$ cat src/rtl/mux_scan_ctrl.sv
// Scan sequencer for an 8:1 channel mux: walks enabled selects, samples y, emits a snapshot.
// Optional MUX_SCAN_PARITY_EN adds snap_par, the XOR of snap, registered alongside it.
module mux_scan_ctrl #(
  parameter int DWELL  = 4,
  parameter int SETTLE = 2,
  parameter int CNT_W  = 8
) (
  input  logic       clk,
  input  logic       rst_n,
  input  logic       start,
  input  logic       cont,
  input  logic [7:0] chan_mask,
  output logic [2:0] s,
  input  logic       y,
  output logic [7:0] snap,
  output logic       snap_valid,
  input  logic       snap_ready,
  output logic       busy
`ifdef MUX_SCAN_PARITY_EN
  , output logic     snap_par
`endif
);
  localparam int NCH = 8;

  typedef enum logic [1:0] {IDLE, SCAN, OUT} state_t;

  state_t           state, state_d;
  logic [2:0]       s_d;
  logic [CNT_W-1:0] cnt, cnt_d;
  logic [NCH-1:0]   mask_q, mask_d, smp, smp_d, snap_d, hi;
  logic             snap_valid_d;

  function automatic logic [2:0] lowest(input logic [NCH-1:0] m);
    lowest = '0;
    for (int k = NCH-1; k >= 0; k--)
      if (m[k]) lowest = 3'(k);
  endfunction

  // enabled channels strictly above the current select; empty means the pass is done
  always_comb begin
    hi = '0;
    for (int k = 0; k < NCH; k++)
      hi[k] = mask_q[k] && (3'(k) > s);
  end

  always_comb begin
    state_d      = state;
    s_d          = s;
    cnt_d        = cnt;
    mask_d       = mask_q;
    smp_d        = smp;
    snap_d       = snap;
    snap_valid_d = snap_valid;
    case (state)
      IDLE: begin
        if (start && |chan_mask) begin
          mask_d  = chan_mask;
          s_d     = lowest(chan_mask);
          cnt_d   = '0;
          smp_d   = '0;
          state_d = SCAN;
        end
      end
      SCAN: begin
        cnt_d = cnt + CNT_W'(1);
        if (cnt == CNT_W'(SETTLE-1)) smp_d[s] = y;
        if (cnt == CNT_W'(DWELL-1)) begin
          cnt_d = '0;
          if (|hi) begin
            s_d = lowest(hi);
          end else begin
            snap_d       = smp_d;
            snap_valid_d = 1'b1;
            state_d      = OUT;
          end
        end
      end
      OUT: begin
        if (snap_valid && snap_ready) begin
          snap_valid_d = 1'b0;
          if (cont && |chan_mask) begin
            mask_d  = chan_mask;
            s_d     = lowest(chan_mask);
            cnt_d   = '0;
            smp_d   = '0;
            state_d = SCAN;
          end else begin
            state_d = IDLE;
          end
        end
      end
      default: state_d = IDLE;
    endcase
  end

  always_ff @(posedge clk or negedge rst_n) begin
    if (!rst_n) begin
      state      <= IDLE;
      s          <= '0;
      cnt        <= '0;
      mask_q     <= '0;
      smp        <= '0;
      snap       <= '0;
      snap_valid <= 1'b0;
    end else begin
      state      <= state_d;
      s          <= s_d;
      cnt        <= cnt_d;
      mask_q     <= mask_d;
      smp        <= smp_d;
      snap       <= snap_d;
      snap_valid <= snap_valid_d;
    end
  end

`ifdef MUX_SCAN_PARITY_EN
  // snap_d only moves on a snapshot load, so parity tracks snap exactly
  always_ff @(posedge clk or negedge rst_n) begin
    if (!rst_n) snap_par <= 1'b0;
    else        snap_par <= ^snap_d;
  end
`endif

  assign busy = (state != IDLE);

endmodule

$ cat config.mk
export PLATFORM = sky130hd
export DESIGN_NAME = mux_scan_ctrl
export DESIGN_NICKNAME = d
export VERILOG_FILES = /design/src/rtl/mux_scan_ctrl.sv
export SDC_FILE = /design/constraint.sdc
export NUM_CORES = 1
export LEC_CHECK = 0
export CAP_MARGIN = 30
export CORE_ASPECT_RATIO = 1.25
export CORE_MARGIN = 2
export CORE_UTILIZATION = 55
export DETAILED_ROUTE_END_ITERATION = 10
export PLACE_DENSITY = 0.79
export SYNTH_ARGS = -nofsm -noshare
export SYNTH_HDL_FRONTEND = slang
export SYNTH_SLANG_ARGS = --single-unit
$ cat constraint.sdc
create_clock -name clk -period 2.4 [get_ports clk]
set_input_delay 0.72 -clock clk [delete_from_list [all_inputs] [get_ports clk]]
set_output_delay 0.72 -clock clk [all_outputs]
set_load 0.01 [all_outputs]
---- Word level (Yosys, flattened, before mapping) ----
Index checks and enable logic that the tools add are counted.
storage, ports and cells
  bits in registers ....................... 38
  input bits .............................. 14
  output and inout port bits .............. 13
  logic and storage cells ................. 100
operators by class
  add/sub/neg operators ................... 1
  magnitude comparators ................... 10
  equality and inequality tests ........... 10
  mux-type cells .......................... 46
  bitwise gates (word level) .............. 1
  reductions and logical operators ........ 25
operator list
  kind                   count
  $mux W8                8
  $mux W3                21
  $pmux W8 S3            2
  $pmux W8 S2            1
  $reduce_and A4 Y1      4
  $reduce_or A8 Y1       2
  $gt A3 B3 Y1 const A   4
  $logic_and A1 B1 Y1    12
  $ne A2 B2 Y1 const B   6
  $pmux W3 S3            1
  $add A8 B1 Y8 const B  1
  $bwmux W8              1
  $eq A8 B1 Y1 const B   1
  $eq A8 B2 Y1 const B   1
  $mux W2                4
  $gt A1 B3 Y1 const A   2
  $gt A2 B3 Y1 const A   2
  $pmux W2 S3            1
  $reduce_and A6 Y1      1
  $reduce_bool A2 Y1     3
  $mux W1                5
  $lt A3 B4 Y1 const B   1
  $demux W1 S3           1
  $ge A3 B1 Y1 const B   1
  other kinds (7)        7

---- Logic depth before layout (Yosys ltp) ----
  depth after elaboration ................. 13
  depth in mapped cells ................... 8

---- Worst setup path before layout ----
No wires, ideal clock.
  path kind ............................... input port to flip-flop
  start point ............................. in chan_mask[0]
  end point ............................... reg s[1]
  library setup time ...................... 0.125 ns
  arrival time ............................ 2.158 ns
  setup slack ............................. 0.117 ns
  cell stages on the path ................. 7
  path buffers ............................ 1
  cell sequence ........................... nor4_1 > nand3_1 > a21oi_1 > o22a_1 > clkbuf_1 > a21o_1 > mux2_2
between the ends
  cells in the longest elaborated chain, start to end .. 4
  elaborated cells between the ends (all ways) .. 11
  those cells by class .................... eq/ne: 2; mux: 5; reduce/logical: 4
RTL lines
  element                                                            RTL line    source
  start, declared                                                    12          input logic [7:0] chan_mask,
  $reduce_or A8 Y1 or $mux W3 (tied branches)                        56, 81, 36
  $logic_and A1 B1 Y1 (tied with other cells)                        81          if (cont && |chan_mask) begin
  $ne A2 B2 Y1 (no source line) or $mux W3 (tied branches)           n/a
  $reduce_and A6 Y1 (no source line) or $pmux W3 S3 (tied branches)  n/a
  end signal, assigned                                               99          s <= '0;
  end signal, assigned                                               107         s <= s_d;
  end, declared                                                      13          output logic [2:0] s,
Parallel ways exist; a longest one is shown, timed or not. The select of a mux whose other input is x is not followed.
A chain may end at the register's enable or synchronous reset.

---- Final worst setup path ----
  start point ............................. reg cnt[4]
  end point ............................... reg snap[7]
between the ends
  cells in the longest elaborated chain, start to end .. 2
  elaborated cells between the ends (all ways) .. 4
  those cells by class .................... eq/ne: 2; mux: 1; reduce/logical: 1
RTL lines
  element                                                        RTL line  source
  start, declared                                                29        logic [CNT_W-1:0] cnt, cnt_d;
  start signal, assigned                                         108       cnt <= cnt_d;
  $eq A8 B2 Y1 or $eq A8 B1 Y1 (tied branches)                   67, 66
  $reduce_and A3 Y1 (no source line) or $mux W8 (tied branches)  n/a
  end signal, assigned                                           111       snap <= snap_d;
  end, declared                                                  15        output logic [7:0] snap,
Parallel ways exist; a longest one is shown, timed or not.

==> metrics.txt <==
Starting Density 58.62%; port bufs 26; Adder-Cell Fraction of Synth Area 1.205%; fin cells 309; first-pass GRT wire length 8107 microns; Total Wirelength 4811 microns; final hold slack 0.4857 ns; max_cap viols 0; area grow syn2layout 29.58%; Worst Setup End Kind flop; # fillers 271; number of synthesized flops with an enable pin 0; status finished, violations left; PD cells 1204 nW/um^2; simple-gate share of the synthesized area 17.23%; Synth area leaders dfrtp_1, mux2_2, a21oi_1; largest family of logic cells by synthesized area compound AO/OA/AOI/OAI gates; maximum vdd ir drop 0.7586 mV; IO Count 27; area of placed instances 2540 sq um; clock slew at reported path FFs 0.08 ns; syn nets 236; critical path peak fanout 5; count of unique library cells instantiated by Yosys 41; RD Place Congestion 0.7776; Tightest Hold Check Type reg -> reg; Relative slew margins 57.34%; share of synthesized area occupied by flip-flops and latches 44.58%; GRT Total Usage 24.80%; post-layout min period 2.315 ns; drt wl/cell 15.57 microns; Max Fclk 0.4320 GHz; Post-Synthesis Cells 220; clk_skew 0.01065 ns; crit path kind reg -> reg; Final setup viols 0; Multi-input gate area 1072 sq um; top_reg_cell synth dfrtp_1; Synth Area in XOR/XNOR 0.4217%; post-route DRC violation count 5; RSZ-0062 raised after global routing no; Synth Area in Compound Gates 18.67%; failing checks design-rule violations; Die Wd 58.97 microns; Iter 0 DRT Violations 64; crit-path cells or4_4, nor3_4, nand4_1, or2_1, mux2_1, mux2_2; register area 925.9 sq um; CTS Buf Count 5; share of Yosys cell area claimed by the top area cell type 44.58%; worst-case clock buffer depth 2; CP max-delay cell or4_4; syn avg cell area 9.441 sq um; Ant. Diodes 0; Yosys reg bits 37; Util after Layout 75.95%; Root Buffer clkbuf_8; DR vias/cell 5.958; Vias 1841; core area 3543 sq um; Setup WS post-layout 0.08532 ns; initial antenna violation count 0; Critical Path Start Type flop; fraction of registers with async set/reset 100.0%; Finished Cell Area 2691 sq um; final count of hold timing violations 0; WP data required 2.58 ns; final period utilization 96.44%; H-tree Lvls 2; clk_lat worst skew 0.29 ns; Arrival @ worst endpoint 2.49 ns; CTS tree done; clock tree sinks 37; Worst Path Buf+Inv 0; mux contribution to synthesized area 13.49%; Crit path max-delay family simple AND/OR/NAND/NOR gates; largest net degree at the start of global routing 38; antenna viol nets, final 0; Worst-Margin Slew 0.6400 ns; setup slack at placement -0.1978 ns; Die H 72.71 microns; Slew Viols, Final 0; cell taking the most area after synthesis dfrtp_1; Yosys warnings 0; Slowest Stage Delay on Critical Path 0.53 ns; drt pass-1 iters 7; Placed Cells 299; Cell Area, Synth 2077 sq um; share of cells above drive strength 1 23.33%; Final #Nets 285; area of the die 4287 sq um; leakage power 0.001192 uW; vias in the first global route 1929; GRT Residual Overflow 0; Rows 24; post-DP HPWL 3370 microns
[cell type report]
type | instances | area share [%]
clock buffers | 6 | 3.068
clock inverters | 2 | 1.395
inverters | 12 | 1.674
multi-input cells | 160 | 39.84
flip-flops and latches | 37 | 34.40
well taps | 39 | 1.813
repair buffers | 53 | 17.81
[Yosys cell counts, types with 6 or more instances]
cell	instances
mux2_2	23
nor2b_1	7
nand2_1	15
dfrtp_1	37
a21oi_1	19
nand3_1	7
nor2_1	17
o21ai_0	13
o22ai_1	7
nand4_1	6
inv_1	12
clkbuf_1	9
o31ai_1	6
[stage by stage]
step | total power (uW) | TNS, ns
6_report | 3240 | 0
3_5_place_dp | 2642 | -3.093
5_1_grt | 3487 | 0
3_3_place_gp | 2600 | -3.033
2_1_floorplan | 2069 | 0
4_1_cts | 3227 | 0
[logic make-up after synthesis]
| family | Yosys count |
|---|---|
| AND/OR/NAND/NOR | 70 |
| AO/OA/AOI/OAI | 62 |
| flip-flops | 37 |
| multiplexers | 25 |
| buffers and inverters | 23 |
| adder cells (fa/ha/maj) | 2 |
| XOR/XNOR | 1 |
[what timing repair did]
action,4_1_cts,5_1_grt
setup buffers,0,2
setup endpoints to repair,0,3
gates resized for setup,0,4
hold buffers,0,0
[cells in the final DEF, fill, tap and decap left out, types with 3 or more instances in the layout]
| cell | Yosys | routed |
|---|---|---|
| dfrtp_1 | 37 | 37 |
| clkdlybuf4s50_1 | 0 | 26 |
| buf_4 | 1 | 25 |
| mux2_2 | 23 | 23 |
| a21oi_1 | 19 | 19 |
| nor2_1 | 17 | 16 |
| nand2_1 | 15 | 15 |
| o21ai_0 | 13 | 13 |
| inv_1 | 12 | 12 |
| nor2b_1 | 7 | 7 |
| nand3_1 | 7 | 7 |
| o22ai_1 | 7 | 7 |
| nand4_1 | 6 | 6 |
| o31ai_1 | 6 | 6 |
| clkbuf_8 | 0 | 6 |
| nand2b_1 | 3 | 3 |
| o21bai_1 | 3 | 3 |
| a21o_1 | 3 | 3 |
| nor3_1 | 3 | 3 |
[metal layers]
layer	track usage [%]	vias up	share of wire, %
met2	43.46	41	51
li1	-	904	-
met1	28.27	889	44
met3	4.787	7	3.4
met5	0	-	0
met4	12.37	0	1.5
[power by group]
group          switching [uW]  total (uW)  internal, uW
registers                 230        1080           854
clock network             227         564           338
logic                     784        1590           808
total                    1240        3240          2000
[path summary, 6_finish.rpt]
| kind | from | to | slack [ns] | depth (start not counted) |
|---|---|---|---|---|
| setup / recovery | cnt[4] | snap[7] | 0.09 | 6 |
| hold / removal | cnt[7] | cnt[7] | 0.49 | 1 |
| setup reg to reg | cnt[4] | snap[7] | 0.09 | 6 |
| hold reg to reg | cnt[7] | cnt[7] | 0.49 | 1 |
| max in group asynchronous | rst_n | mask_q[5] | 1.20 | 2 |
| min in group asynchronous | rst_n | state[1] | 0.84 | 2 |
[state kept, by name, summed over array words and instances, names as in the netlist]
name and count:
cnt 8, mask_q 7, s 3, smp 8, snap 8, snap_valid 1
state 2
Note: power is estimated with default switching activity, not from simulation.
